[src/rtl/ps2_rx_frontend_if.sv]
// Scan code handshake between the PS/2 receiver and its consumer.
interface ps2_rx_frontend_if;
  logic [7:0] SCANCODE;
  logic       SCANCODE_VALID;
  logic       SCANCODE_READY;

  modport master (output SCANCODE, output SCANCODE_VALID, input SCANCODE_READY);
  modport slave  (input SCANCODE, input SCANCODE_VALID, output SCANCODE_READY);
endinterface

[src/rtl/ps2_rx_frontend.sv]
// PS/2 keyboard receive front end: pad sync, clock deglitch, frame deserialise, one-entry buffer.
// Optional odd-parity checking is enabled with `define PS2_RX_PARITY_CHECK_EN.
module ps2_rx_frontend #(
  parameter int CLK_HZ     = 40000000,
  parameter int FILTER_LEN = 8,
  parameter int TIMEOUT_US = 200
) (
  input  logic CLK_40MHZ,
  input  logic RESET_N,
  input  logic PS2_CLK,
  input  logic PS2_DATA,
  ps2_rx_frontend_if.master sc,
  output logic FRAME_ERR,
  output logic OVERRUN
);

  localparam int TO_LIMIT = CLK_HZ / 1000000 * TIMEOUT_US;
  localparam int TO_W     = $clog2(TO_LIMIT) + 1;

  localparam logic [1:0] IDLE   = 2'd0;
  localparam logic [1:0] DATA   = 2'd1;
  localparam logic [1:0] PARITY = 2'd2;
  localparam logic [1:0] STOP   = 2'd3;

  logic                  clk_s1_q, clk_s2_q, dat_s1_q, dat_s2_q;
  logic [FILTER_LEN-1:0] dly_q, dly_d;
  logic [3:0]            flt_cnt_q, flt_cnt_d;
  logic                  fclk_q, fclk_d, fclk_prev_q, fall_q, fall_d;
  logic [1:0]            state_q, state_d;
  logic [2:0]            bit_cnt_q, bit_cnt_d;
  logic [7:0]            shreg_q, shreg_d;
  logic                  par_q, par_d;
  logic [TO_W-1:0]       to_cnt_q, to_cnt_d;
  logic [7:0]            sc_q, sc_d;
  logic                  vld_q, vld_d, err_q, err_d, ovr_q, ovr_d;
  logic                  bit_in, par_ok, timeout, frame_ok, frame_bad;

  // Data is delayed by the filter depth so it lines up with the filtered clock edge.
  assign bit_in = dly_q[FILTER_LEN-1];

`ifdef PS2_RX_PARITY_CHECK_EN
  assign par_ok = ^{par_q, shreg_q};
`else
  logic par_unused;
  assign par_unused = par_q;
  assign par_ok     = 1'b1;
`endif

  always_comb begin
    dly_d     = {dly_q[FILTER_LEN-2:0], dat_s2_q};
    fclk_d    = fclk_q;
    flt_cnt_d = '0;
    if (clk_s2_q != fclk_q) begin
      if (flt_cnt_q == 4'(FILTER_LEN - 1)) fclk_d = clk_s2_q;
      else                                 flt_cnt_d = flt_cnt_q + 4'd1;
    end
    fall_d = fclk_prev_q & ~fclk_q;
  end

  always_comb begin
    state_d   = state_q;
    bit_cnt_d = bit_cnt_q;
    shreg_d   = shreg_q;
    par_d     = par_q;
    timeout   = 1'b0;
    frame_ok  = 1'b0;
    frame_bad = 1'b0;
    to_cnt_d  = (state_q == IDLE || fall_q) ? '0 : to_cnt_q + TO_W'(1);
    if (state_q != IDLE && to_cnt_q == TO_W'(TO_LIMIT)) begin
      timeout  = 1'b1;
      state_d  = IDLE;
      to_cnt_d = '0;
    end else if (fall_q) begin
      case (state_q)
        IDLE: if (!bit_in) begin
          state_d   = DATA;
          bit_cnt_d = '0;
        end
        DATA: begin
          shreg_d   = {bit_in, shreg_q[7:1]};
          bit_cnt_d = bit_cnt_q + 3'd1;
          if (bit_cnt_q == 3'd7) state_d = PARITY;
        end
        PARITY: begin
          par_d   = bit_in;
          state_d = STOP;
        end
        default: begin
          state_d = IDLE;
          if (bit_in && par_ok) frame_ok  = 1'b1;
          else                  frame_bad = 1'b1;
        end
      endcase
    end
  end

  always_comb begin
    sc_d  = sc_q;
    vld_d = vld_q;
    err_d = frame_bad | timeout;
    ovr_d = 1'b0;
    if (frame_ok) begin
      // A stalled consumer keeps its byte; the newcomer is dropped.
      if (vld_q && !sc.SCANCODE_READY) begin
        ovr_d = 1'b1;
      end else begin
        sc_d  = shreg_q;
        vld_d = 1'b1;
      end
    end else if (vld_q && sc.SCANCODE_READY) begin
      vld_d = 1'b0;
    end
  end

  always_ff @(posedge CLK_40MHZ or negedge RESET_N) begin
    if (!RESET_N) begin
      clk_s1_q    <= 1'b1;
      clk_s2_q    <= 1'b1;
      dat_s1_q    <= 1'b1;
      dat_s2_q    <= 1'b1;
      dly_q       <= '1;
      flt_cnt_q   <= '0;
      fclk_q      <= 1'b1;
      fclk_prev_q <= 1'b1;
      fall_q      <= 1'b0;
      state_q     <= IDLE;
      bit_cnt_q   <= '0;
      shreg_q     <= '0;
      par_q       <= 1'b0;
      to_cnt_q    <= '0;
      sc_q        <= '0;
      vld_q       <= 1'b0;
      err_q       <= 1'b0;
      ovr_q       <= 1'b0;
    end else begin
      clk_s1_q    <= PS2_CLK;
      clk_s2_q    <= clk_s1_q;
      dat_s1_q    <= PS2_DATA;
      dat_s2_q    <= dat_s1_q;
      dly_q       <= dly_d;
      flt_cnt_q   <= flt_cnt_d;
      fclk_q      <= fclk_d;
      fclk_prev_q <= fclk_q;
      fall_q      <= fall_d;
      state_q     <= state_d;
      bit_cnt_q   <= bit_cnt_d;
      shreg_q     <= shreg_d;
      par_q       <= par_d;
      to_cnt_q    <= to_cnt_d;
      sc_q        <= sc_d;
      vld_q       <= vld_d;
      err_q       <= err_d;
      ovr_q       <= ovr_d;
    end
  end

  assign sc.SCANCODE       = sc_q;
  assign sc.SCANCODE_VALID = vld_q;
  assign FRAME_ERR         = err_q;
  assign OVERRUN           = ovr_q;

endmodule

[src/flat_wrapper.sv]
// flat-port wrapper written by rule: the top's interface ports become plain ports
module ps2_rx_frontend_flat 
#(
  parameter int CLK_HZ     = 40000000,
  parameter int FILTER_LEN = 8,
  parameter int TIMEOUT_US = 200
)
  (CLK_40MHZ, RESET_N, PS2_CLK, PS2_DATA, FRAME_ERR, OVERRUN, sc_SCANCODE, sc_SCANCODE_VALID, sc_SCANCODE_READY);
  ps2_rx_frontend_if sc_i ();
  input  logic CLK_40MHZ;
  input  logic RESET_N;
  input  logic PS2_CLK;
  input  logic PS2_DATA;
  output logic FRAME_ERR;
  output logic OVERRUN;
  output wire logic [$bits(sc_i.SCANCODE)-1:0] sc_SCANCODE;
  output wire logic [$bits(sc_i.SCANCODE_VALID)-1:0] sc_SCANCODE_VALID;
  input wire logic [$bits(sc_i.SCANCODE_READY)-1:0] sc_SCANCODE_READY;
  assign sc_SCANCODE = sc_i.SCANCODE;
  assign sc_SCANCODE_VALID = sc_i.SCANCODE_VALID;
  assign sc_i.SCANCODE_READY = sc_SCANCODE_READY;
  ps2_rx_frontend #(.CLK_HZ(CLK_HZ), .FILTER_LEN(FILTER_LEN), .TIMEOUT_US(TIMEOUT_US)) u_core (.CLK_40MHZ(CLK_40MHZ), .RESET_N(RESET_N), .PS2_CLK(PS2_CLK), .PS2_DATA(PS2_DATA), .sc(sc_i), .FRAME_ERR(FRAME_ERR), .OVERRUN(OVERRUN));
endmodule
[config.mk]
export PLATFORM = sky130hd
export DESIGN_NAME = ps2_rx_frontend_flat
export DESIGN_NICKNAME = d
export VERILOG_FILES = /design/src/rtl/ps2_rx_frontend_if.sv /design/src/rtl/ps2_rx_frontend.sv /design/src/flat_wrapper.sv
export SDC_FILE = /design/constraint.sdc
export NUM_CORES = 1
export LEC_CHECK = 0
export CELL_PAD_IN_SITES_DETAIL_PLACEMENT = 1
export CELL_PAD_IN_SITES_GLOBAL_PLACEMENT = 1
export CORE_MARGIN = 3
export CORE_UTILIZATION = 50
export CTS_BUF_LIST = sky130_fd_sc_hd__clkbuf_4
export DETAILED_ROUTE_END_ITERATION = 10
export PLACE_DENSITY_LB_ADDON = 0.05
export SETUP_SLACK_MARGIN = 0.4
export SYNTH_ARGS = -nofsm -noshare
export SYNTH_HDL_FRONTEND = slang
export SYNTH_SLANG_ARGS = --single-unit
[constraint.sdc]
create_clock -name CLK_40MHZ -period 2.45 [get_ports CLK_40MHZ]
set_input_delay 0.245 -clock CLK_40MHZ [delete_from_list [all_inputs] [get_ports CLK_40MHZ]]
set_output_delay 0.245 -clock CLK_40MHZ [all_outputs]
set_load 0.02 [all_outputs]
### Yosys cells after proc, flatten, opt, wreduce, memory -nomap -nowiden

Cells that the tools add are included.

* bits in registers: 57
* input bits: 5
* output and inout port bits: 11
* logic and storage cells: 77

* $add $sub $neg: 3
* equal/unequal tests: 10
* muxes and demuxes: 25
* bitwise operators: 5
* reductions and logical operators: 17

Operators with widths (count)
* $mux 14: 2
* $add 14x1->14 const B: 1
* $eq 14x13->1 const B: 1
* $mux 1: 14
* $mux 2: 4
* $mux 4: 2
* $reduce_bool 2->1: 4
* $pmux 2 s3: 1
* $pmux 3 s2: 1
* $reduce_and 2->1: 3
* $reduce_and 3->1: 2
* $add 4x1->4 const B: 1
* $eq 4x3->1 const B: 1
* $ne 2x2->1 const B: 2
* $reduce_and 4->1: 1
* $add 3x1->3 const B: 1
* $eq 3x3->1 const B: 1
* $logic_and 1x1->1: 3
* $mux 3: 1
* $ne 3x1->1 const B: 1
* $ne 3x3->1 const B: 1
* $not 1->1: 3
* $reduce_or 3->1: 1
* $eq 2x1->1 const B: 1
* 7 further kinds: 7

### Logic depth before layout (Yosys ltp)

* depth in word-level cells: 7
* mapped depth: 8
* mapped depth without buffers: 6

### Least setup slack after synthesis

No wires, ideal clock.

* path type: register -> register
* start point: register u_core.state_q[0]
* end point: register u_core.shreg_q[7]
* setup time: 0.128 ns
* data arrival time: 2.058 ns
* data required time: 2.322 ns
* path slack: 0.264 ns
* cell stages (with the launch flop): 7
* buffers on the path: 0
* clock period less this slack: 2.186 ns
* path through: dfrtp_1 > inv_1 > ha_1 > or4_4 > nor4_4 > nor2_4 > mux2_1

* word-level cells in the longest chain between the ends: 4
* elaborated cells between the ends (all ways): 5
* classes of those cells: 1 x eq/ne; 1 x bitwise; 3 x reduce/logical

Ends and longest elaborated chain
* start, declared: RTL line ps2_rx_frontend.sv:29 `logic [1:0] state_q, state_d;`
* start signal, assigned: RTL line ps2_rx_frontend.sv:145 `state_q <= state_d;`
* $reduce_bool 2->1: RTL line ps2_rx_frontend.sv:69 `if (state_q != IDLE && to_cnt_q == TO_W'(TO_LIMIT)) begin`
* $logic_and 1x1->1: RTL line ps2_rx_frontend.sv:69
* $not 1->1 (no source line)
* $reduce_and 3->1 (no source line) *
* end signal, assigned: RTL line ps2_rx_frontend.sv:147 `shreg_q <= shreg_d;`
* end, declared: RTL line ps2_rx_frontend.sv:31 `logic [7:0] shreg_q, shreg_d;`

Mark *: on every way between the ends. The rest lies on a longest branch, timed or not.
A chain may end at the register's enable or synchronous reset.

### Worst setup path after layout

* start point: register u_core.to_cnt_q[5]
* end point: register u_core.shreg_q[7]

* word-level cells in the longest chain between the ends: 4

Ends and longest elaborated chain
* start, declared: RTL line ps2_rx_frontend.sv:33 `logic [TO_W-1:0] to_cnt_q, to_cnt_d;`
* start signal, assigned: RTL line ps2_rx_frontend.sv:149 `to_cnt_q <= to_cnt_d;`
* $eq 14x13->1: RTL line ps2_rx_frontend.sv:69
* $logic_and 1x1->1: RTL line ps2_rx_frontend.sv:69
* $not 1->1 (no source line)
* $reduce_and 3->1 (no source line)

Every way passes these cells.

==> impl.org <==
** Place
- During placement, the flow inserted port buffers numbering 15.
- Routability Congestion :: 0.7083
- The HPWL after detailed placement is 3069 um.
- Number of placed instances, taps included :: 250

** Route
- Using the TritonRoute via totals, the vias-per-cell ratio works out to 5.284.
- In the routed design, unresolved DRC markers number 0.
- Average wire per standard cell :: 16.23 um
- Total number of vias :: 1432
- The detail route stage leaves a number of antenna-violating nets equal to 0.
- Number of DRC violations after detailed-routing iteration 0 :: 81
- TritonRoute pass-1 iters :: 4
- For this block, the routed nets add up to 4398 um of wire.

** Cells and area
- Fill cell instance count of the final layout :: 457
- Area overhead of the layout relative to synthesis :: 18.91%
- The net count of the finished layout is 229.
- The post-route netlist has 29.22% of its cells at a drive strength greater than 1.
- 0 antenna diodes ended up in the layout.
- Footprint of the flip-flops and latches :: 1445 um^2
- Area taken by multi-input logic gates :: 863.3 um^2
- The finished layout holds 271 standard cells, fillers aside.

** Synthesis
- The synthesized netlist occupies a cell area of 2356 um^2.
- Unique masters post-synth :: 32
- During synthesis, Yosys emitted a total of 0 warnings.
- After technology mapping, the gate count stands at 183.
- The number of nets handed over by synthesis was 198.
- Seq/Total Area, Yosys :: 61.29%
- Flip-flop and latch count after synthesis :: 57
- Synthesized area per cell :: 12.87 um^2

** CTS
- Clk_lat worst skew :: 0.39 ns
- After clock tree synthesis, the clock-pin slew on the worst setup and hold paths is 0.10 ns.
- Clk buf depth :: 2
- The number of clock buffers added by TritonCTS is 9.
- Depth of the CTS H-tree :: 3
- Sinks on the clock net :: 57
- TritonCTS built the clock tree.
- The cell sitting at the root of the clock tree is a sky130_fd_sc_hd__clkbuf_4.

** Setup path
- R2r startpoint :: u_core.to_cnt_q[5]
- Data arrival time of the critical path :: 2.23 ns
- The worst setup path is of the flip-flop to flip-flop kind.
- R2R setup slack :: 0.48 ns
- For the worst setup path, the data required time is 2.71 ns.
- On the worst path, the slowest cell contributes a delay of 0.54 ns.
- STA classifies the critical path endpoint as a flip-flop.
- Walking the worst path, the cells encountered are or4bb_1 -> nor4_4 -> buf_6 -> nor2_4 -> mux2_1.
- Maximum net fanout on the critical path :: 8
- Counting cells, the worst reg-to-reg path comes to 5.
- Slowest cell on crit path :: sky130_fd_sc_hd__or4bb_1
- The endpoint identified for the worst register-to-register timing path is u_core.shreg_q[7].
- The worst setup path is launched from a flip-flop.

** Timing
- Total negative setup slack :: 0 ns
- Transition time at the pin with the least slew margin :: 0.4583 ns
- Dividing the final minimum period by the clock period gives 80.42%.
- Minimum period implied by the final worst setup slack :: 1.970 ns
- The number of slew-limit violations in the final report came to 0.
- Static timing analysis puts the maximum clock frequency at 507.6 MHz.
- The number of hold violations in the final report is 0.
- Worst rel slew slack :: 69.45%
- Setup repair after global routing left no endpoint under its margin.
- Worst-case clock skew :: 0.01547 ns
- Total of endpoints with negative setup slack in the final report :: 0

** Global route
- For this run, the total global-route usage over all layers was measured as 18.78%.
- Global-route wire length before repair :: 7541 um
- Number of antenna violations at the first check in global routing :: 0
- Entering global routing, the biggest net connects 40 pins.
- Residual overflow from global routing :: 0
- Number of global-route vias before repair :: 1562

** Pwr
- Internal power comes to 1.806 mW.
- Reported leakage power :: 1.265 nW
- IR analysis of the VDD net gives a maximum drop of 0.4658 mV.
- In this run switching power makes up 27.51% of total power.
- Power per cell area :: 889.5 nW/um^2
- Sequential cells burn 46.0% of the power.
- The clock network accounts for 35.0% of the total power.
- Sw Pwr :: 0.6856 mW
- In this run, the combinational gates consume 19.0% of the power.

** Die
- After floorplanning, the core was divided into 24 placement rows.
- Effective utilization at floorplan :: 53.01%
- The die covers 5572 um^2.
- The floorplan step defined a core boundary enclosing 4444 um^2.
- From bottom edge to top edge, the die measures 74.65 um.
- 16 I/O pins were placed.
- From left edge to right edge, the die measures 74.65 um.

** Status
- Run status :: finished clean

** Worst hold path
- Start point of the worst hold path :: PS2_CLK
- Counting instances, the worst hold path has a depth of 1.
- Hold/Removal Path Class :: primary input to flip-flop
- The path with the worst hold slack has its endpoint at u_core.clk_s1_q.

** Job
- Max-cap violations :: 0
[synth_stat cells]
cell type | number | area share (%)
sky130_fd_sc_hd__a21boi_0 | 1 | 0.32
sky130_fd_sc_hd__a21oi_1 | 3 | 0.64
sky130_fd_sc_hd__a22o_1 | 2 | 0.74
sky130_fd_sc_hd__and4_2 | 1 | 0.42
sky130_fd_sc_hd__buf_4 | 1 | 0.32
sky130_fd_sc_hd__buf_6 | 1 | 0.48
sky130_fd_sc_hd__dfrtp_1 | 43 | 46
sky130_fd_sc_hd__dfstp_2 | 14 | 16
sky130_fd_sc_hd__ha_1 | 10 | 5.3
sky130_fd_sc_hd__inv_1 | 10 | 1.6
sky130_fd_sc_hd__mux2_1 | 1 | 0.48
sky130_fd_sc_hd__mux2_2 | 17 | 8.1
sky130_fd_sc_hd__mux2i_1 | 1 | 0.42
sky130_fd_sc_hd__nand2_1 | 7 | 1.1
sky130_fd_sc_hd__nand2b_1 | 2 | 0.53
sky130_fd_sc_hd__nand3_1 | 6 | 1.3
sky130_fd_sc_hd__nand4_1 | 6 | 1.6
sky130_fd_sc_hd__nor2_1 | 22 | 3.5
sky130_fd_sc_hd__nor2_4 | 2 | 0.96
sky130_fd_sc_hd__nor2b_1 | 2 | 0.53
sky130_fd_sc_hd__nor3_1 | 6 | 1.3
sky130_fd_sc_hd__nor4_1 | 1 | 0.27
sky130_fd_sc_hd__nor4_4 | 1 | 0.90
sky130_fd_sc_hd__o21ai_0 | 3 | 0.64
sky130_fd_sc_hd__o21bai_1 | 1 | 0.32
sky130_fd_sc_hd__or2_2 | 1 | 0.27
sky130_fd_sc_hd__or3_1 | 2 | 0.53
sky130_fd_sc_hd__or3b_2 | 1 | 0.37
sky130_fd_sc_hd__or4_4 | 1 | 0.48
sky130_fd_sc_hd__or4bb_1 | 1 | 0.48
sky130_fd_sc_hd__xnor2_1 | 11 | 4.1
sky130_fd_sc_hd__xor2_1 | 2 | 0.74
[registers in the layout, indices dropped and copies added (netlist names), 2 cells and up]
name                cells
u_core.shreg_q          8
u_core.bit_cnt_q        3
u_core.flt_cnt_q        4
u_core.sc.SCANCODE      8
u_core.dly_q            8
u_core.to_cnt_q        14
u_core.state_q          2
[through the flow]
stage	area (um^2)	hold slack (ns)	utilization (%)	power [mW]	setup slack [ns]
6_report	2801	0.2641	63.03	2.492	0.4798
5_1_grt	2801	0.2296	63.03	2.652	0.3996
4_1_cts	2781	0.2321	62.58	2.533	0.4082
3_5_place_dp	2565	0.2109	57.71	1.605	0.2167
3_3_place_gp	2565	0.2006	57.71	1.547	0.3858
2_1_floorplan	2359	-0.05059	-	1.499	0.4126
[kinds of logic (layout without fill, tap and decap cells)]
family,count (synthesis),count (layout),share of synthesized area (%)
compound gates,10,10,2.655
fa+ha+maj,10,10,5.311
xor+xnor,13,13,4.833
buf+inv,12,48,2.390
mux,19,19,9.028
simple gates,62,62,14.50
flops,57,57,61.28
[cell type report]
type	instances	share of cell area, %
clock buffer	11	2.948
sequential	57	51.59
timing repair buffer	22	7.280
clock inverter	5	3.707
inverter	10	1.340
tap	52	2.322
multi-input combinational	114	30.82
[how the worst max path moves through the flow]
stage	from	endpoint	cells past startpoint
global route	u_core.to_cnt_q[5]	u_core.shreg_q[7]	5
global placement	u_core.state_q[0]	u_core.to_cnt_q[13]	7
finish	u_core.to_cnt_q[5]	u_core.shreg_q[7]	5
detailed placement	u_core.state_q[0]	u_core.to_cnt_q[2]	7
floorplan	u_core.state_q[0]	u_core.to_cnt_q[4]	8
CTS	u_core.to_cnt_q[4]	u_core.shreg_q[7]	5
[metal layers]
layer | up-vias | GRT usage, % | wire length, um
li1 | 683 | - | -
met1 | 728 | 21.70 | 1842
met2 | 17 | 31.61 | 2389
met3 | 4 | 7.343 | 142
met4 | 0 | 7.115 | 24
met5 | - | 0 | 0
[power by group through the flow]
stage	sequential, mW	clock, mW	combinational (mW)
floorplan	1.15	0	0.350
finish	1.15	0.873	0.473
detailed placement	1.18	0	0.428
global route	1.16	0.952	0.538
global placement	1.16	0	0.382
CTS	1.15	0.904	0.484
[critical path, delay by kind of cell (launching register included)]
kind          cells  cell delay (ns)
buf+inv           1             0.18
simple gates      3             0.90
flops             1             0.45
mux               1             0.31
[placed cells by master, fill, tap and decap left out, types with 2 or more instances in the layout]
cell                              count
sky130_fd_sc_hd__dfrtp_1             42
sky130_fd_sc_hd__nor2_1              22
sky130_fd_sc_hd__mux2_2              17
sky130_fd_sc_hd__clkdlybuf4s50_1     14
sky130_fd_sc_hd__dfstp_2             14
sky130_fd_sc_hd__xnor2_1             11
sky130_fd_sc_hd__clkbuf_4            11
sky130_fd_sc_hd__inv_1               10
sky130_fd_sc_hd__ha_1                 9
sky130_fd_sc_hd__nand2_1              7
sky130_fd_sc_hd__nor3_1               6
sky130_fd_sc_hd__nand4_1              6
sky130_fd_sc_hd__nand3_1              6
sky130_fd_sc_hd__buf_4                5
sky130_fd_sc_hd__o21ai_0              3
sky130_fd_sc_hd__a21oi_1              3
sky130_fd_sc_hd__bufinv_16            3
sky130_fd_sc_hd__nor2b_1              2
sky130_fd_sc_hd__nand2b_1             2
sky130_fd_sc_hd__xor2_1               2
sky130_fd_sc_hd__a22o_1               2
sky130_fd_sc_hd__nor2_4               2
[repair_timing]
item / in CTS / in global routing
endpoints found under the hold margin: 18 / 0
gates resized for setup: 1 / 2
setup endpoints to repair: 15 / 3
hold buffers: 1 / 0
setup buffers: 2 / 2
No activity file was read; power rests on OpenSTA's default activity.
==> RTL edit 1: new RTL, same flow settings <==
`CLK_HZ` is set to 40000000 in 2 places; all go to 10000000.
--- a/src/rtl/ps2_rx_frontend.sv
+++ b/src/rtl/ps2_rx_frontend.sv
@@ -2,5 +2,5 @@
 // Optional odd-parity checking is enabled with `define PS2_RX_PARITY_CHECK_EN.
 module ps2_rx_frontend #(
-  parameter int CLK_HZ     = 40000000,
+  parameter int CLK_HZ     = 10000000,
   parameter int FILTER_LEN = 8,
   parameter int TIMEOUT_US = 200
--- a/src/flat_wrapper.sv
+++ b/src/flat_wrapper.sv
@@ -2,5 +2,5 @@
 module ps2_rx_frontend_flat 
 #(
-  parameter int CLK_HZ     = 40000000,
+  parameter int CLK_HZ     = 10000000,
   parameter int FILTER_LEN = 8,
   parameter int TIMEOUT_US = 200
Behaviour: no difference found for any inputs over 10 cycles, from zero or initial values and one cycle with RESET_N low; that may be too few to reach the edited logic, so the function may still have changed.
==> RTL edit 1 against the unedited design <==
  * The run now ends with negative hold slack left
  * Sequential power is 3% lower
  * Utilization increased by 1.4 points
  * Worst setup slack worse by 0.19 ns
  * Routed wire length fell by 1.6%
  * Design area fell by 4.7%
  * Total power fell by 19%
  * Synthesized area is 5.2% lower
  * Sequential cell count shrank 2
  * Fmax is 8.7% lower
  * Critical path type unchanged
  * Critical endpoint is now u_core.sc.SCANCODE[2]
  * Largest power group unchanged
  * Highest routed layer unchanged
==> RTL edit 1: results (changes against the unedited design) <==
| Metric | Value |
|---|---|
| Status | finished, violations left (was completed) |
| Failing checks | negative hold slack |
| Dpl cells | 237 (was 250) |
| Vias per cell | 5.39 (was 5.28) |
| Cts bufs inserted | 5 (was 9) |
| Reg2Reg Capture Point | u_core.sc.SCANCODE[2] (was u_core.shreg_q[7]) |
| Critical path arrival | 2.44 ns (was 2.23 ns) |
| Placed Instance Area | 0.00246 sq mm (was 0.00256 sq mm) |
| Post-Route WL | 4330 microns (was 4400 microns) |
| Die Span X | 72.9 microns (was 74.6 microns) |
| GRT Overall Usage | 18.5% (was 18.8%) |
| List of most frequent post-synthesis cells | dfrtp_1 (41), nor2_1 (21), mux2_2 (16), dfstp_2 (14) (was dfrtp_1 (43), nor2_1 (22), mux2_2 (17), dfstp_2 (14), xnor2_1 (11)) |
| Worst r2r src | u_core.state_q[1] (was u_core.to_cnt_q[5]) |
| Post-DP HPWL | 2960 microns (was 3070 microns) |
| Post-Syn Nets | 186 (was 198) |
| Hold Crit Class | input port to async pin (was input port to flip-flop) |
| Main synth FF type | dfrtp_1 (unchanged) |
| Worst vdd ir | 0.382 mV (was 0.466 mV) |
| Register area share after synthesis | 62.4% (was 61.3%) |
| Share of cells above drive strength 1 | 30.1% (was 29.2%) |
| Worst-path clk slew | 0.15 ns (was 0.10 ns) |
| Period utilisation layout | 88.1% (was 80.4%) |
| Critical path type | flip-flop to flip-flop (unchanged) |
| Drt first pass iters | 4 (unchanged) |
| Vias in the first global route | 1545 (was 1562) |
| Syn Area/Cell | 13.1 sq um (was 12.9 sq um) |
| Wire length on met1 | 1830 microns (was 1840 microns) |
| Slew @ Worst Pin | 0.917 ns (was 0.458 ns) |
| Pleak | 0.00124 uW (was 0.00126 uW) |
| Worst hold slack | -0.0336 ns (was 0.264 ns) |
| Multi-input gate area | 866 sq um (was 863 sq um) |
| WL/cell | 16.9 microns (was 16.2 microns) |
| CTS H-tree lvls | 2 (was 3) |
| Met3 wire length | 157 microns (was 142 microns) |
| Reg-to-reg slack, setup | 0.29 ns (was 0.48 ns) |
| Final Skew | 0.0115 ns (was 0.0155 ns) |
| Filler cell count in the final layout | 427 (was 457) |
| IO Port Bufs | 15 (unchanged) |
| DRT iter0 DRCs | 64 (was 81) |
| Setup slack at placement | 0.0526 ns (was 0.217 ns) |
| Worst path max stage delay | 0.54 ns (about the same) |
| Synth top area cells | dfrtp_1 (46%), dfstp_2 (16%), mux2_2 (8.1%), ha_1 (5.6%), xnor2_1 (3.9%) (was dfrtp_1 (46%), dfstp_2 (16%), mux2_2 (8.1%), ha_1 (5.3%), xnor2_1 (4.1%)) |
| Reg2reg path depth | 6 (was 5) |
| Largest net degree at the start of global routing | 44 (was 40) |
| Placer congestion estimate | 0.804 (was 0.708) |
| Nets@finish | 220 (was 229) |
| First-pass GRT wire length | 7450 microns (was 7540 microns) |
| WL met2 | 2280 microns (was 2390 microns) |
| Library cells used by synthesis | 30 (was 32) |
| Max FFs per register | 12 (was 14) |
| Hold Vio Cnt, Final | 30 (was 0) |
## RTL edit 1: changes by cell type in the layout (fill, tap and decap cells not counted), sizes merged, moves of 2 or more
| cell | unedited run | this run |
|---|---|---|
| nor2 | 24 | 21 |
| a32o | 0 | 3 |
| nor3 | 6 | 10 |
| a21oi | 3 | 1 |
| dfrtp | 43 | 41 |
| nor4 | 2 | 0 |
| inv | 10 | 7 |
| nand4 | 6 | 2 |
| buf | 7 | 15 |
| clkbuf | 11 | 6 |
| bufinv | 3 | 0 |
## RTL edit 1: cell type report
cell class | instances | area share, %
Tap cell | 50 | 2.34
Sequential cell | 55 | 52.2
Multi-Input combinational cell | 107 | 32.4
Inverter | 7 | 0.985
Clock buffer | 6 | 1.69
Clock inverter | 2 | 0.656
Timing Repair Buffer | 29 | 9.66
## RTL edit 1: critical path: cells and delay by family (launching register included)
kind | cells | cell delay, ns
AND/OR/NAND/NOR | 3 | 1.11
flip-flops | 1 | 0.40
multiplexers | 1 | 0.33
adder cells (fa/ha/maj) | 1 | 0.15
buffers and inverters | 1 | 0.06
## RTL edit 1: per-layer routing
metal	track usage, %	vias up
li1	-	653
met1	22.7	700
met2	31.8	21
met3	3.44	6
met4	7.79	0
met5	0	-
## RTL edit 1: cell families (layout without fill, tap and decap cells)
family,after synthesis,after routing,synth area share (%)
flops,55,55,62.4
mux,17,17,8.57
xor+xnor,12,12,4.70
buf+inv,9,44,1.62
simple gates,57,57,13.4
fa+ha+maj,10,10,5.60
compound gates,11,11,3.70
## RTL edit 1: where the power goes
group          switching, uW  internal [uW]
combinational            270            229
sequential              83.1           1030
clock                    279            128
## RTL edit 1: timing repair
item                       CTS  global route
pin swaps                    3             5
hold buffers                 0             0
resized for setup           12             5
buffers inserted             8             3
setup endpoints to repair   27            32
==> RTL edit 2: new RTL, same flow settings <==
Made on the original files. Take the reset off `shreg_q` and `sc_q` and load them in a clocked block of their own.
--- a/src/rtl/ps2_rx_frontend.sv
+++ b/src/rtl/ps2_rx_frontend.sv
@@ -126,8 +126,6 @@
       state_q     <= IDLE;
       bit_cnt_q   <= '0;
-      shreg_q     <= '0;
       par_q       <= 1'b0;
       to_cnt_q    <= '0;
-      sc_q        <= '0;
       vld_q       <= 1'b0;
       err_q       <= 1'b0;
@@ -145,12 +143,15 @@
       state_q     <= state_d;
       bit_cnt_q   <= bit_cnt_d;
-      shreg_q     <= shreg_d;
       par_q       <= par_d;
       to_cnt_q    <= to_cnt_d;
-      sc_q        <= sc_d;
       vld_q       <= vld_d;
       err_q       <= err_d;
       ovr_q       <= ovr_d;
     end
+  end
+
+  always_ff @(posedge CLK_40MHZ) begin
+    shreg_q <= shreg_d;
+    sc_q    <= sc_d;
   end
 
Formal check against the unedited RTL: same outputs for any inputs over 10 cycles, from zero or initial values and one cycle with RESET_N low; that may be too few to reach the edited logic, so the function may still have changed.
==> RTL edit 2 against the unedited design <==
  * The flow now finishes with violations (negative hold slack)
  * Utilization is 1.7 points higher
  * Synthesized area is 6.1% lower
  * Worst setup slack worse by 0.12 ns
  * Cell count is 5.9% lower
  * Sequential cell count stayed put
  * Clock skew hardly changed
  * Design area is 4.3% lower
  * Clock power is 26% lower
  * Routed wire length is 4.3% lower
  * Synthesized cell count is 10% lower
  * Total power is 4.7% lower
  * Sequential share of layout area is 5.3 points higher
  * Combinational power is 15% higher
  * Largest cell class unchanged
  * Largest power group unchanged
==> RTL edit 2: results (changes against the unedited design) <==
| Metric | Value |
|---|---|
| Status | finished, violations left (was completed) |
| Failing checks | negative hold slack |
| DRT iter0 DRCs | 95 (was 81) |
| Synth async-reset ratio | 71.9% (was 100%) |
| Vias in the first global route | 1436 (was 1562) |
| Met1 Use GR | 22.3% (was 21.7%) |
| Crit path time final | 2.09 ns (was 1.97 ns) |
| Nets@finish | 215 (was 229) |
| Reg-to-reg slack, setup | 0.36 ns (was 0.48 ns) |
| Setup slack at placement | 0.0364 ns (was 0.217 ns) |
| Sw Ratio | 28.4% (was 27.5%) |
| List of most frequent post-synthesis cells | dfrtp_1 (27), nor2_1 (21), edfxtp_1 (16), dfstp_2 (14), xnor2_1 (11) (was dfrtp_1 (43), nor2_1 (22), mux2_2 (17), dfstp_2 (14), xnor2_1 (11)) |
| Hold Crit Class | input port to async pin (was input port to flip-flop) |
| Slew @ Worst Pin | 0.864 ns (was 0.458 ns) |
| Share of cells above drive strength 1 | 26.8% (was 29.2%) |
| Library cells used by synthesis | 29 (was 32) |
| Grt met3 use | 4.99% (was 7.34%) |
| Hold Vio Cnt, Final | 11 (was 0) |
| Via count | 1339 (was 1432) |
| Post-CTS setup buffers | 5 (was 2) |
| Reg2Reg Capture Point | u_core.bit_cnt_q[0] (was u_core.shreg_q[7]) |
| Placer congestion estimate | 0.750 (was 0.708) |
| Pleak | 0.00112 uW (was 0.00126 uW) |
| Placed Instance Area | 0.00244 sq mm (was 0.00256 sq mm) |
| WL/cell | 16.5 microns (was 16.2 microns) |
| Synth top area cells | dfrtp_1 (31%), edfxtp_1 (22%), dfstp_2 (17%), ha_1 (5.7%), xnor2_1 (4.4%) (was dfrtp_1 (46%), dfstp_2 (16%), mux2_2 (8.1%), ha_1 (5.3%), xnor2_1 (4.1%)) |
| First-pass GRT wire length | 7070 microns (was 7540 microns) |
| Mapped Cells | 164 (was 183) |
| Vias per cell | 5.25 (was 5.28) |
| Post-synth EDFFs | 16 (was 0) |
| Register area share after synthesis | 68.9% (was 61.3%) |
| Largest net degree at the start of global routing | 42 (was 40) |
| Critical path arrival | 2.34 ns (was 2.23 ns) |
| Post-DP HPWL | 2840 microns (was 3070 microns) |
| Worst r2r src | u_core.to_cnt_q[6] (was u_core.to_cnt_q[5]) |
| Worst hold slack | -0.0185 ns (was 0.264 ns) |
| Final Skew | 0.0156 ns (was 0.0155 ns) |
| Met3 wire length | 131 microns (was 142 microns) |
| GRT Overall Usage | 18.0% (was 18.8%) |
| Reg2reg path depth | 4 (was 5) |
| Worst-Skew Late Latency | 0.37 ns (was 0.39 ns) |
## RTL edit 2: power by group through the flow
stage / sequential (uW) / combinational (uW) / clock, uW
final: 1190 / 544 / 645
after CTS: 1190 / 509 / 665
after detailed placement: 1210 / 435 / 0
after global placement: 1200 / 404 / 0
after floorplan: 1190 / 294 / 0
after global routing: 1210 / 604 / 711
## RTL edit 2: cell type report
cell class	instances	share of cell area, %
Multi-Input combinational cell	96	25.4
Sequential cell	57	56.9
Tap cell	50	2.33
Clock inverter	5	1.77
Clock buffer	11	3.08
Inverter	9	1.26
Timing Repair Buffer	27	9.24
## RTL edit 2: cells by family after synthesis
group,Yosys count,share of synthesized area (%)
AO/OA/AOI/OAI,10,2.83
AND/OR/NAND/NOR,60,14.1
flip-flops,57,68.9
adder cells (fa/ha/maj),10,5.65
buffers and inverters,11,1.98
XOR/XNOR,13,5.14
multiplexers,3,1.47
